File: src/rtl/nibble_scan_ctrl.sv
// nibble_scan_ctrl
// Feeds a 4-stage x 4-bit nibble shift register from two req/ack
// requesters. The granted word is streamed MSB nibble first, one nibble
// per clock. The register is enabled once per 4-cycle frame, in the cycle
// after the last nibble, and the same word keeps refreshing until a new
// grant replaces it.
//
// Optional build macro NIBBLE_SCAN_FIXED_PRIO_EN: when defined, req0
// always wins over req1 and last_gnt has no effect. When it is not
// defined, requesters are served round-robin.
//
//  state  | meaning
//  -------+------------------------------------------------------------
//  S_IDLE | blanked; sr_data/sr_ena low; any request is granted at once
//  S_RUN  | streaming cur_word; phase 0..3; re-arbitrate at phase 3
module nibble_scan_ctrl #(
    parameter int WORD_W = 16,
    parameter int NIB_W  = 4
) (
    input  logic              clk,
    input  logic              rst_n,
    input  logic              req0,
    input  logic [WORD_W-1:0] word0,
    input  logic              req1,
    input  logic [WORD_W-1:0] word1,
    input  logic              disp_en,
    input  logic              clr,
    output logic              ack0,
    output logic              ack1,
    output logic [NIB_W-1:0]  sr_data,
    output logic              sr_ena,
    output logic              busy,
    output logic [1:0]        phase
);

    localparam int NSTAGE = WORD_W / NIB_W;

    typedef enum logic {
        S_IDLE = 1'b0,
        S_RUN  = 1'b1
    } state_t;

    state_t              state_q, state_d;
    logic [1:0]          phase_d;
    logic                primed_q, primed_d;
    logic [WORD_W-1:0]   cur_word_q, cur_word_d;
    logic                last_gnt_q, last_gnt_d;
    logic                ack0_d, ack1_d;
    logic [NIB_W-1:0]    sr_data_d;
    logic                sr_ena_d;
    logic                busy_d;
    logic                any_req;
    logic                gnt_sel;
    logic                do_grant;
    logic [WORD_W-1:0]   gnt_word;

    // Next-state, arbitration and next-output computation. All outputs are
    // derived from the next state so they can be registered directly.
    always_comb begin
        state_d    = state_q;
        phase_d    = phase;
        primed_d   = primed_q;
        cur_word_d = cur_word_q;
        last_gnt_d = last_gnt_q;
        ack0_d     = 1'b0;
        ack1_d     = 1'b0;
        do_grant   = 1'b0;
        any_req    = req0 | req1;

`ifdef NIBBLE_SCAN_FIXED_PRIO_EN
        gnt_sel = ~req0;
`else
        // On a tie the requester that was not served last time wins.
        if (req0 && req1) begin
            gnt_sel = ~last_gnt_q;
        end else begin
            gnt_sel = req1;
        end
`endif
        gnt_word = gnt_sel ? word1 : word0;

        if (clr) begin
            state_d  = S_IDLE;
            phase_d  = 2'd0;
            primed_d = 1'b0;
        end else begin
            case (state_q)
                S_IDLE: begin
                    if (any_req) begin
                        state_d  = S_RUN;
                        phase_d  = 2'd0;
                        primed_d = 1'b0;
                        do_grant = 1'b1;
                    end
                end
                S_RUN: begin
                    phase_d = phase + 2'd1;
                    if (phase == 2'd3) begin
                        // The frame just completed is strobed even when a
                        // new word is granted on this same edge.
                        primed_d = 1'b1;
                        do_grant = any_req;
                    end
                end
                default: begin
                    state_d = S_IDLE;
                end
            endcase
        end

        if (do_grant) begin
            cur_word_d = gnt_word;
            last_gnt_d = gnt_sel;
            ack0_d     = ~gnt_sel;
            ack1_d     = gnt_sel;
        end

        if (state_d == S_RUN) begin
            sr_data_d = NIB_W'(cur_word_d >> (NIB_W * (NSTAGE - 1 - int'(phase_d))));
        end else begin
            sr_data_d = '0;
        end
        sr_ena_d = (state_d == S_RUN) && (phase_d == 2'd0) && primed_d && disp_en;
        busy_d   = (state_d == S_RUN);
    end

    // State and registered outputs.
    always_ff @(posedge clk or negedge rst_n) begin
        if (!rst_n) begin
            state_q    <= S_IDLE;
            phase      <= 2'd0;
            primed_q   <= 1'b0;
            cur_word_q <= '0;
            last_gnt_q <= 1'b1;
            ack0       <= 1'b0;
            ack1       <= 1'b0;
            sr_data    <= '0;
            sr_ena     <= 1'b0;
            busy       <= 1'b0;
        end else begin
            state_q    <= state_d;
            phase      <= phase_d;
            primed_q   <= primed_d;
            cur_word_q <= cur_word_d;
            last_gnt_q <= last_gnt_d;
            ack0       <= ack0_d;
            ack1       <= ack1_d;
            sr_data    <= sr_data_d;
            sr_ena     <= sr_ena_d;
            busy       <= busy_d;
        end
    end

endmodule

File: config.mk
export PLATFORM = sky130hd
export DESIGN_NAME = nibble_scan_ctrl
export DESIGN_NICKNAME = d
export VERILOG_FILES = /design/src/rtl/nibble_scan_ctrl.sv
export SDC_FILE = /design/constraint.sdc
export NUM_CORES = 1
export LEC_CHECK = 0
export BUFFER_PORTS_ARGS = -buffer_cell sky130_fd_sc_hd__buf_2
export CAP_MARGIN = 10
export CORE_ASPECT_RATIO = 0.9
export CORE_MARGIN = 5
export CORE_UTILIZATION = 48
export DETAILED_ROUTE_END_ITERATION = 8
export MAX_ROUTING_LAYER = met4
export PLACE_DENSITY = 0.89
export SLEW_MARGIN = 10
export SYNTH_ARGS = -nofsm -noshare
export SYNTH_HDL_FRONTEND = slang
export SYNTH_SLANG_ARGS = --single-unit
File: constraint.sdc
create_clock -name clk -period 2.42 [get_ports clk]
set_clock_uncertainty 0.05 [all_clocks]
set_input_delay 0 -clock clk [delete_from_list [all_inputs] [get_ports clk]]
set_output_delay 0 -clock clk [all_outputs]
set_load 0.02 [all_outputs]
[Yosys cells after proc, flatten, opt, wreduce, memory -nomap -nowiden]
Index checks and enable logic that the tools add are counted.
Word-level totals
  register bits: 28
  input port bits: 38
Cells by class
  $add $sub $neg: 2
  equal/unequal tests: 1
  shift operators: 1
  mux-type cells: 19
  bitwise gates (word level): 4
  reduce and logical (&&, ||, !) cells: 5
Operators with widths (number)
  two-way mux 16 bit: 2
  >> shifter 16 x 32 -> 4 bit: 1
  two-way mux 1 bit: 11
  logical AND 1 bit: 4
  two-way mux 2 bit: 2
  two-way mux 4 bit: 1
  one-hot mux 1 bit (2 select lines): 2
  one-hot mux 2 bit (2 select lines): 1
  inverter 1 bit: 3
  subtractor 2 x 2 -> 3 bit (first input constant): 1
  adder 2 x 1 -> 2 bit (second input constant): 1
  == test 2 bit (second input constant): 1
  logical NOT 2 bit: 1
  OR 1 bit: 1

[Longest topological paths before layout]
  depth in word-level cells: 8
  mapped depth: 8
  mapped depth without buffers: 6

[Least setup slack after synthesis]
OpenSTA, ideal clock, no wires.
  path kind: flip-flop to flip-flop
  start point: register phase[1]
  end point: register sr_data[2]
  setup time: 0.118 ns
  arrival: 1.917 ns
  data required time: 2.252 ns
  path slack: 0.335 ns
  stages on the path, launching flop included: 9
  buffers on the path: 2
  cells stage by stage: dfrtp_1 > ha_1 > nor2b_4 > or3_1 > buf_2 > buf_6 > a222oi_1 > mux2i_1 > a21o_1
Between the ends
  word-level cells in the longest chain between the ends: 7
  elaborated cells on any way between the ends: 12
  those cells by class: add/sub (2); eq/ne (1); shift (1); mux (8)
Ends and longest elaborated chain
  start, declared: line 33  | output logic [1:0] phase
  start signal, assigned: line 142  | phase <= phase_d;
  branches (longest 5 deep; another with subtractor 2 x 2 -> 3 bit)
  >> shifter 16 x 32 -> 4 bit *: line 119  | sr_data_d = NIB_W'(cur_word_d >> (NIB_W * (NSTAGE - 1 - int'(phase_d))));
  two-way mux 4 bit *: line 118  | if (state_d == S_RUN) begin
  net sr_data_d[2]: line 49  | logic [NIB_W-1:0] sr_data_d;
  end signal, assigned: line 148  | sr_data <= sr_data_d;
  end, declared: line 30  | output logic [NIB_W-1:0] sr_data,
Mark *: on every way through the listed nets, which the timed path passes.
A chain may end at the register's enable or synchronous reset.

[Worst setup path in the final report]
Same ends and word-level chain as after synthesis.

==> summary.md <==
| Metric | Value |
|---|---|
| Hold Crit Start | req1 |
| Initial antenna violation count | 0 |
| Post-DRT Antenna Nets | 0 |
| FMAX | 435 MHz |
| Share of cells above drive strength 1 | 0.311 |
| Fin util | 0.775 |
| CP Launch Point | phase[1]$_DFF_PN0_ |
| Setup TNS | 0 ps |
| Status | completed |
| Final nets | 233 |
| Drt drc | 0 |
| Largest net degree at the start of global routing | 29 |
| Final hold slack | 38.9 ps |
| Area of the mapped netlist | 1270 um^2 |
| Routed WL | 4.09 mm |
| Startpoint Class | flop |
| Total track usage | 0.228 |
| RR Startpoint | phase[1]$_DFF_PN0_ |
| Crit end category | flop |
| Critical-path maximum fanout | 14 |
| Met1 Track Usage GR | 0.248 |
| CTS tree | yes |
| Sequential share of the synthesized area | 0.552 |
| Worst-margin pin slew | 609 ps |
| Clock latency on the worst-skew pair | 320 ps |
| Mean post-synth cell area | 11.8 um^2 |
| Global route overflow | 0 |
| M2 GR Usage | 0.382 |
| Max-slew violations | 0 |
| Pwr dens | 572 nW/um^2 |
| Ys Warns | 0 |
| Initial DRC count | 142 |
| Unrepaired setup endpoints after global routing | false |
| First-pass GRT wire length | 6.47 mm |
| Most Crowded Layer GR | met2 |
| CTS Buffer Depth | 2 |
| GP Congestion | 0.882 |
| Die area | 3780 um^2 |
| Num CTS Buffers | 3 |
| Met3 Resource Use GR | 0.0477 |
| CP arrival | 2470 ps |
| Post-Syn Nets | 147 |
| DR vias | 1350 |
| TritonRoute pass-1 iters | 7 |
| DP Wirelength | 2.51 mm |
| Leak Pwr | 1.02 nW |
| Endpoints failing setup | 0 |
| I/O pin total | 48 |
| Port buffer count | 47 |
| Post-DR vias/cell | 6.08 |
| Vias in the first global route | 1453 |
| Max-Slew Margin vs Limit | 0.594 |
| WS Path Type | reg2reg |
| Worst Hold Class | in2reg |
| Max VDD drop | 0.000477 V |
| Slowest-stage cell, CP | or3_1 |
| Seq cells post-synth | 28 |
| Final hold vios | 0 |
| Sequence of cells on the critical path | ha_1 -> nor2b_4 -> or3_1 -> a222oi_1 -> mux2i_1 -> a21o_1 |
| Synth Instances | 108 |
| Min cycle time layout | 2300 ps |
| Buffers inserted by post-CTS timing repair | 0 |
| Row count | 17 |
| CTS sink cnt | 28 |
| Initial Util | 0.511 |
| Die X | 64.2 um |
| Drt wl/cell | 18.4 um |
| Period utilization | 0.950 |
| CP required | 2590 ps |
| Clock Root Buffer | clkbuf_4 |
| Clock slew at reported path FFs | 140 ps |
| Die H | 58.8 um |
| H-tree depth | 1 |
| Critical path's largest stage delay | 580 ps |
| Area growth syn-to-layout | 51.7% |
| # Max-Cap Violations | 0 |
| Synth unique cells | 31 |
| Core area | 2490 um^2 |
[per-layer routing]
metal  part of all wire  wire [um]
met4              0.054        223
met3              0.094        383
met1               0.35       1450
met2               0.50       2040
met5                  0          0
[final timing paths]
check / end / slack (ps) / cells after the start
worst max-delay path: sr_data[2]$_DFF_PN0_ / 120 / 6
max in group asynchronous: cur_word_q[14]$_DFF_PN0_ / 1760 / 2
worst min register to register: cur_word_q[7]$_DFF_PN0_ / 460 / 2
min in group asynchronous: cur_word_q[5]$_DFF_PN0_ / 160 / 2
worst min-delay path: state_q$_DFF_PN0_ / 40 / 3
worst max register to register: sr_data[2]$_DFF_PN0_ / 120 / 6
[synthesized netlist by cell type]
cell / n / area [um^2]
nand2_1: 2 / 7.51
nor4_1: 1 / 6.26
o31ai_1: 1 / 7.51
a21oi_1: 3 / 15.0
a22oi_1: 1 / 7.51
a221o_1: 2 / 20.0
dfstp_2: 1 / 26.3
dfrtp_1: 27 / 676
mux2i_1: 3 / 30.0
nor2_1: 7 / 26.3
nor3_1: 2 / 10.0
buf_2: 2 / 10.0
nor4b_4: 1 / 23.8
inv_1: 16 / 60.1
mux2_2: 1 / 11.3
or3_1: 1 / 6.26
nor2b_1: 2 / 12.5
a2111oi_4: 1 / 27.5
a31oi_1: 1 / 6.26
a211oi_2: 1 / 12.5
o31a_1: 2 / 17.5
a21o_1: 3 / 22.5
o22ai_1: 3 / 18.8
o21ai_0: 2 / 10.0
clkbuf_1: 3 / 11.3
ha_1: 1 / 12.5
nor2b_4: 1 / 13.8
a222oi_1: 14 / 140
nand3_1: 1 / 5.00
and3_1: 1 / 6.26
buf_6: 1 / 11.3
[power breakdown]
part           internal [W]  switching, W
logic              0.000162      0.000172
registers          0.000545     0.0000328
clock network     0.0000646      0.000128
[metrics by stage]
step | cells | total power (W) | cell area (um^2) | worst slack (ps)
4_1_cts | 221 | 0.00109 | 1930 | 173
3_5_place_dp | 181 | 0.000845 | 1540 | 199
6_report | 222 | 0.00110 | 1930 | 120
2_1_floorplan | 108 | 0.000743 | 1270 | 335
3_3_place_gp | 181 | 0.000826 | 1540 | 332
5_1_grt | 221 | 0.00117 | 1930 | 22.9
[layout by cell type (no fill, tap or decap), drive strengths merged, types with 2 or more instances in the layout]
master,count
nor3,2
nor2b,3
a222oi,14
buf,51
a21o,3
nor2,7
o31a,2
o22ai,3
a21oi,3
dfrtp,27
mux2i,3
a221o,2
o21ai,2
dlygate4sd3,36
inv,16
nand2,2
clkbuf,4
[worst max-delay path, delay by kind of cell (launching register included)]
kind | cells | cell delay, ps
compound gates | 2 | 660
simple gates | 2 | 670
mux | 1 | 180
fa+ha+maj | 1 | 230
flops | 1 | 410
[what timing repair did]
| item | 4_1_cts | 5_1_grt |
|---|---|---|
| endpoints found under the hold margin | 45 | 0 |
| hold buffers | 36 | 0 |
| setup endpoints to repair | 0 | 0 |
| gates resized for setup | 0 | 0 |
[registers in the layout, summed over array words and instances, names as in the netlist]
name,flops
state_q,1
ack0,1
sr_data,4
cur_word_q,16
sr_ena,1
phase,2
ack1,1
last_gnt_q,1
primed_q,1
[cells by family after synthesis]
logic type	Yosys count	synth area share
DFF	28	0.552
AOI/OAI and AO/OA	34	0.240
muxes	4	0.0325
buffers and inverters	22	0.0728
and+or+nand+nor	19	0.0925
adders and majority gates	1	0.00984
[final cells by class]
class                           instances  area (um^2)
Sequential cell                        28          702
Timing Repair Buffer                   87          626
Fill cell                             148          561
Multi-Input combinational cell         58          477
Inverter                               16         60.1
Tap cell                               28         35.0
Clock buffer                            4         26.3
Antenna cell                            1         2.50
No activity file was read; power rests on OpenSTA's default activity.
